<file path="config.mk">
export PLATFORM = sky130hd
export DESIGN_NAME = relay_credit_tx
export DESIGN_NICKNAME = d
export VERILOG_FILES = /design/src/rtl/relay_credit_pipe.sv /design/src/rtl/relay_credit_tx.sv
export SDC_FILE = /design/constraint.sdc
export NUM_CORES = 1
export LEC_CHECK = 0
export BUFFER_PORTS_ARGS = -buffer_cell sky130_fd_sc_hd__buf_2
export CORE_ASPECT_RATIO = 1.4
export CORE_MARGIN = 2
export CORE_UTILIZATION = 46
export CTS_CLUSTER_DIAMETER = 80
export DETAILED_ROUTE_END_ITERATION = 7
export PLACE_DENSITY_LB_ADDON = 0.12
export RECOVER_POWER = 25
export REMOVE_ABC_BUFFERS = 1
export SYNTH_ARGS = -nofsm -noshare
export SYNTH_HDL_FRONTEND = slang
export SYNTH_SLANG_ARGS = --single-unit
</file>
<file path="constraint.sdc">
create_clock -name clk -period 4.74 [get_ports clk]
set_clock_uncertainty 0.1 [all_clocks]
set_input_delay 0.948 -clock clk [delete_from_list [all_inputs] [get_ports clk]]
set_output_delay 0.948 -clock clk [all_outputs]
set_load 0.03 [all_outputs]
</file>
<file path="src/rtl/relay_credit_pipe.sv">
// Register chain with a valid bit; used on both the data and credit directions.
// WIDTH=0 still keeps a one-bit pad lane so the data ports never collapse to zero width.
module relay_credit_pipe #(
    parameter int unsigned WIDTH = 32,
    parameter int unsigned LEVEL = 2,
    localparam int unsigned DW   = (WIDTH > 0) ? WIDTH : 1
) (
    input  logic          clk,
    input  logic          reset,
    input  logic          in_valid,
    input  logic [DW-1:0] in_data,
    output logic          out_valid,
    output logic [DW-1:0] out_data
);

    logic [LEVEL-1:0] valid_q;
    logic [DW-1:0]    data_q [LEVEL];

    // Shift one stage per clock; reset flushes everything in flight.
    always_ff @(posedge clk) begin
        if (reset) begin
            valid_q <= '0;
            for (int i = 0; i < int'(LEVEL); i++) begin
                data_q[i] <= '0;
            end
        end else begin
            valid_q[0] <= in_valid;
            data_q[0]  <= in_data;
            for (int i = 1; i < int'(LEVEL); i++) begin
                valid_q[i] <= valid_q[i-1];
                data_q[i]  <= data_q[i-1];
            end
        end
    end

    assign out_valid = valid_q[LEVEL-1];
    assign out_data  = data_q[LEVEL-1];

endmodule

</file>
<file path="src/rtl/relay_credit_tx.sv">
// Transmit end of a credit-based stream link: pipelined data out, pipelined
// credit return in, and a credit window that gates the producer.
module relay_credit_tx #(
    parameter int unsigned DATA_WIDTH = 32,
    parameter int unsigned CREDITS    = 8,
    parameter int unsigned LEVEL      = 2,
    localparam int unsigned CNT_WIDTH = $clog2(CREDITS + 1)
) (
    input  logic                  clk,
    input  logic                  reset,
    output logic                  if_full_n,
    input  logic                  if_write_ce,
    input  logic                  if_write,
    input  logic [DATA_WIDTH-1:0] if_din,
    output logic                  link_valid,
    output logic [DATA_WIDTH-1:0] link_data,
    input  logic                  link_credit,
    output logic [CNT_WIDTH-1:0]  credit_count,
    output logic                  credit_err
);

    localparam int unsigned SUM_W = CNT_WIDTH + 1;

    logic                 accept;
    logic                 crd_valid;
    logic [0:0]           crd_mark;
    logic                 ret;
    logic [SUM_W-1:0]     sum;
    logic                 over;
    logic [CNT_WIDTH-1:0] credit_next;

    assign accept = if_write & if_write_ce & if_full_n;

    relay_credit_pipe #(
        .WIDTH (DATA_WIDTH),
        .LEVEL (LEVEL)
    ) u_data_pipe (
        .clk       (clk),
        .reset     (reset),
        .in_valid  (accept),
        .in_data   (if_din),
        .out_valid (link_valid),
        .out_data  (link_data)
    );

    // Credit direction is valid-only; the pad lane mirrors the pulse.
    relay_credit_pipe #(
        .WIDTH (0),
        .LEVEL (LEVEL)
    ) u_credit_pipe (
        .clk       (clk),
        .reset     (reset),
        .in_valid  (link_credit),
        .in_data   (link_credit),
        .out_valid (crd_valid),
        .out_data  (crd_mark)
    );

    assign ret = crd_valid & crd_mark[0];

    // Next credit value with saturation at the receiver depth.
    always_comb begin
        sum         = '0;
        over        = 1'b0;
        credit_next = credit_count;
        sum         = SUM_W'(credit_count) - SUM_W'(accept) + SUM_W'(ret);
        over        = (sum > SUM_W'(CREDITS));
        credit_next = over ? CNT_WIDTH'(CREDITS) : sum[CNT_WIDTH-1:0];
    end

    always_ff @(posedge clk) begin
        if (reset) begin
            credit_count <= CNT_WIDTH'(CREDITS);
            credit_err   <= 1'b0;
            if_full_n    <= 1'b0;
        end else begin
            credit_count <= credit_next;
            if_full_n    <= (credit_next != '0);
            if (over) begin
                credit_err <= 1'b1;
            end
        end
    end

endmodule

</file>
==> results.yml, run 1 <==
floorplan:
  die_h_um: 90.2
  placementRows: 31
  initial_utilization_pct: 47.3
  die_w_um: 65.6
  core-area_um2: 5160
  floorplan.die_area_um2: 5920
  io_pins: 76
detailed_routing:
  drtAntennaViolNets: 0
  drt-total-wl_um: 3410
  vias_per_cell: 4.13
  wire_per_inst_um: 10.2
  drt_first_pass_iters: 4
  post-route-drc-count: 0
  drt_first_iter_violations: 43
  routed-via-count: 1385
clock_network:
  cts.path.max_buffers: 2
  root_buffer_cell: "clkbuf_8"
  clock_sink_count: 74
  tritoncts: "done"
  cts_resized: 0
  postCtsSetupRepairBufs: 0
  tritoncts.num_buffers: 9
  htree_num_levels: 3
  clk_transition_reported_paths_ps: 60
  worstSkewPairLatency_ps: 330
  cts_hold_repair.buffers: 0
worst_setup_path:
  crit_path_start_kind: "input pin"
  worst-endpoint-arrival_ps: 3560
  timing.setup.critical_path_class: "input pin to register"
  crit_path_max_fanout: 55
  worstRegToRegCells: 10
  type_of_destination_of_the_critical_path: "register"
  worstPathRequired_ps: 4870
sta:
  grt_setup_unrepaired: "false"
  min_period_over_period_pct: 72.4
  max_slew_violation_count: 56
  setup_total_negative_slack_ps: 0
  worstMarginPinSlew_ps: 2230
  slew-limit-headroom_pct: -48.8
  setup_viol: 0
  final_number_of_hold_violating_endpoints: 0
  min_period_ps: 3430
  fmax_mhz: 292
worst_hold_path:
  min_path_cells: 1
  timing.hold.worst.class: "register to register"
run_status:
  outcome: "finished, violations left"
  violated_checks: "capacitance limit, slew limit"
yosys:
  synth.distinct_cells: 25
  ys_seq_area_share_pct: 60.7
  synth_largest_area_cell: "dfxtp_1"
  synth.area.top_cells: "dfxtp_1, nor2b_1, buf_4"
  syn-instance-count: 217
  syn-cell-area_um2: 2440
  post-synth-top-area-fraction_pct: 60.7
  avgSynthCellArea_um2: 11.3
  synth.yosys.warnings: 0
  synth-seq-cells: 74
global_route:
  pin_count_of_the_biggest_net_entering_global_routing: 56
  globalRoute.totalOverflow: 0
  vias_in_the_first_global_route: 1271
  grt_util_all_layers_pct: 12.9
  grt_first_pass_wirelength_um: 5570
  antenna_found_initial: 0
power:
  cellPowerDensity_nw_per_um2: 450
  cellLeakagePower_uw: 0.00133
  fin_total_pwr_uw: 1270
  irDropWorstVdd_mv: 0.353
placement:
  dp.final_hpwl_um: 2280
  io_buffers: 75
  finalWeightedCongestion: 0.774
layout:
  drive_above_1_share_pct: 33.8
  n_antenna_cell: 0
  final_cell_mix: "dfxtp_1, buf_2, nor2b_1"
  areaGrowthSynthToFinish_pct: 15.9
  final_nets: 307
run:
  drv_cap: 1
## kinds of logic after synthesis
logic type               after synthesis  share of synthesized area, %
adder cells (fa/ha/maj)                6                          3.38
XOR/XNOR                               3                          1.08
AND/OR/NAND/NOR                       80                          20.9
flip-flops                            74                          60.7
buffers and inverters                 49                          12.4
AO/OA/AOI/OAI                          5                          1.59
## cell usage after synthesis
library cell / n
xor2_1: 1
nor4b_1: 1
nand3_1: 1
nor2_1: 1
inv_1: 9
a31oi_1: 1
nor2b_1: 67
and3_1: 1
fa_1: 1
dfxtp_1: 74
clkbuf_1: 8
and2_4: 1
buf_4: 32
ha_1: 5
a21o_2: 1
o31a_2: 1
o21ai_0: 1
and3_4: 1
and2_1: 1
nor4_1: 2
or2b_1: 1
xnor2_1: 2
or3_1: 2
nand3b_1: 1
o2bb2ai_1: 1
## sequential cells by signal, summed over array words and instances (netlist names)
signal                 count
u_credit_pipe.valid_q      2
if_full_n                  1
u_data_pipe.valid_q        2
credit_count               4
u_data_pipe.data_q        64
credit_err                 1
## final timing paths
path,start,end,slack (ps)
setup / recovery,reset,u_data_pipe.valid_q[0],1310
hold / removal,u_credit_pipe.valid_q[0],u_credit_pipe.valid_q[1],330
setup reg to reg,if_full_n,credit_count[2],2140
hold reg to reg,u_credit_pipe.valid_q[0],u_credit_pipe.valid_q[1],330
## area by class of cell
cell class / count / area [um2]
Clock inverter: 2 / 35.0
Clock buffer: 14 / 163
Tap cell: 66 / 82.6
Sequential cell: 74 / 1480
Inverter: 9 / 33.8
Timing Repair Buffer: 76 / 378
Fill cell: 494 / 2330
Multi-Input combinational cell: 94 / 657
## metrics by stage
step	instances	worst slack [ps]	utilization (%)	hold WS (ps)	area, um2
after floorplan	177	1640	-	314	2170
after global placement	319	1450	51.1	315	2640
after detailed placement	319	1420	51.1	323	2640
after CTS	335	1780	55.0	338	2840
after global routing	335	928	54.9	354	2830
final	335	1310	54.9	333	2830
## power breakdown
group | switching [uW] | internal (uW)
registers | 8.63 | 655
logic | 79.0 | 55.7
clock network | 203 | 272
total | 291 | 982
## metal layers
metal / part of all wire, % / vias up / GRT usage, %
met1: 43 / 607 / 13.9
met2: 47 / 44 / 19.2
met5: 0 / - / 0
li1: - / 727 / -
met3: 8.1 / 7 / 7.51
met4: 2.6 / 0 / 7.29
## critical path, cell delays in order
cell and delay, ps:
clkbuf_1 540, clkbuf_1 1650, inv_1 160, and2_1 230
No activity file was read; power rests on OpenSTA's default activity.
==> run 2: changes to the inputs <==
clock period = 3.3 ns   (was 4.74 ns; I/O delays follow)
==> run 2 against run 1 <==
Effect of this change:
- the flow still finishes with violations (capacitance limit, slew limit)
- global-route usage is 0.40 points lower
- register-to-register slack worse by 1500 ps
- die area stayed put
- sequential cell count stayed put
- critical path depth is 7 higher
- routed wire length is 1.3% lower
- utilization is 0.17 points lower
- combinational power is 44% higher
- largest power group unchanged
- highest routed layer unchanged
==> results.yml, run 2 (synthesis gave the netlist of run 1 again) <==
detailed_routing:
  wl_met3_um: 258
  wl_met1_um: 1400
  drt-total-wl_um: 3360
  wl_met2_um: 1650
  routed.top_layer: "met4"
  vias_per_cell: 4.21
  routed-via-count: 1406
  drt_first_pass_iters: 3
  wire_per_inst_um: 10.1
  drt_first_iter_violations: 35
  post-route-drc-count: 0
  drtAntennaViolNets: 0
global_route:
  grt_first_pass_wirelength_um: 5380
  grt_util_all_layers_pct: 12.5
  pin_count_of_the_biggest_net_entering_global_routing: 47
  globalRoute.totalOverflow: 0
  antenna_found_initial: 0
  vias_in_the_first_global_route: 1272
run_status:
  outcome: "finished, violations left"
  violated_checks: "capacitance limit, slew limit"
sta:
  setup_ws_ps: 589
  grt_setup_unrepaired: "false"
  setup_viol: 0
  fin_worst_hold_slack_ps: 334
  setup_total_negative_slack_ps: 0
  slew-limit-headroom_pct: -21.6
  final_number_of_hold_violating_endpoints: 0
  min_period_ps: 2710
  max_slew_violation_count: 47
  worstMarginPinSlew_ps: 1820
  fmax_mhz: 369
  min_period_over_period_pct: 82.2
layout:
  largest_register_ff_count: 64
  multi_input_comb_area_um2: 657
  final_cell_mix: "dfxtp_1, buf_2, nor2b_1"
  areaGrowthSynthToFinish_pct: 15.5
  seq_area_um2: 1480
  final_nets: 307
  fin_util_pct: 54.7
  non_filler_instances: 334
  largest_register: "u_data_pipe.data_q"
  drive_above_1_share_pct: 34.3
  layout_top_registers: "u_data_pipe.data_q x64, credit_count x4"
  n_antenna_cell: 0
  nFillCells: 486
power:
  irDropWorstVdd_mv: 0.391
  cellLeakagePower_uw: 0.00133
  cellPowerDensity_nw_per_um2: 638
clock_network:
  cts_resized: 0
  clk_transition_reported_paths_ps: 60
  cts.path.max_buffers: 2
  postCtsSetupRepairBufs: 0
  tritoncts.num_buffers: 9
  tritoncts: "done"
  htree_num_levels: 3
  worstSkewPairLatency_ps: 330
  root_buffer_cell: "clkbuf_8"
  cts_hold_repair.buffers: 0
  clock_sink_count: 74
floorplan:
  die_w_um: 65.6
  die_h_um: 90.2
  placementRows: 31
  initial_utilization_pct: 47.3
  floorplan.die_area_um2: 5920
  io_pins: 76
  core-area_um2: 5160
placement:
  place_worst_setup_slack_ps: 261
  finalWeightedCongestion: 0.764
  io_buffers: 75
  dp.final_hpwl_um: 2270
  dpl.cell_count: 319
run:
  drv_cap: 1
worst_hold_path:
  worst_hold_startpoint: "u_data_pipe.data_q[0][8]"
  timing.hold.worst.class: "register to register"
worst_setup_path:
  crit_path_max_fanout: 5
  critical_path.startpoint: "if_write"
  reg2reg_launch_point: "if_full_n"
  type_of_destination_of_the_critical_path: "register"
  worst-endpoint-arrival_ps: 2830
  worstPathRequired_ps: 3410
  crit_path_start_kind: "input pin"
  timing.setup.critical_path_class: "input pin to register"
[run 2: critical path, cell delays in order]
cell and delay (ps):
buf_2 90, and3_1 170, ha_1 290, inv_1 50
ha_1 150, inv_1 50, fa_1 390, or2b_1 230
o2bb2ai_1 170, xnor2_1 220, o31a_2 360
[run 2: cell type report]
cell class | count | share of cell area [%]
Inverter | 9 | 1.20
Clock buffer | 12 | 5.14
Clock inverter | 3 | 1.42
Tap cell | 66 | 2.93
Timing Repair Buffer | 76 | 13.5
Multi-Input combinational cell | 94 | 23.3
Sequential cell | 74 | 52.5
[run 2: stage by stage]
step / instance area (um2) / total power, uW
final: 2820 / 1800
after global routing: 2820 / 1880
after CTS: 2820 / 1830
after detailed placement: 2640 / 1170
after global placement: 2640 / 1170
after floorplan: 2170 / 1100
[run 2: power breakdown]
group | switching [uW] | internal (uW) | leakage (uW)
clock | 289 | 364 | 0.0000962
sequential | 12.0 | 940 | 0.000612
combinational | 114 | 80.0 | 0.000623
[run 2: routing by layer]
layer  track usage [%]  vias up
li1                  -      726
met1              12.8      627
met2              19.3       47
met3              6.76        6
met4              7.81        0
met5                 0        -
[run 2: final timing paths]
| path | endpoint | slack (ps) | cells past startpoint |
|---|---|---|---|
| setup / recovery | if_full_n | 590 | 11 |
| hold / removal | u_data_pipe.data_q[0][40] | 330 | 1 |
| setup reg to reg | if_full_n | 690 | 10 |
| hold reg to reg | u_data_pipe.data_q[0][40] | 330 | 1 |
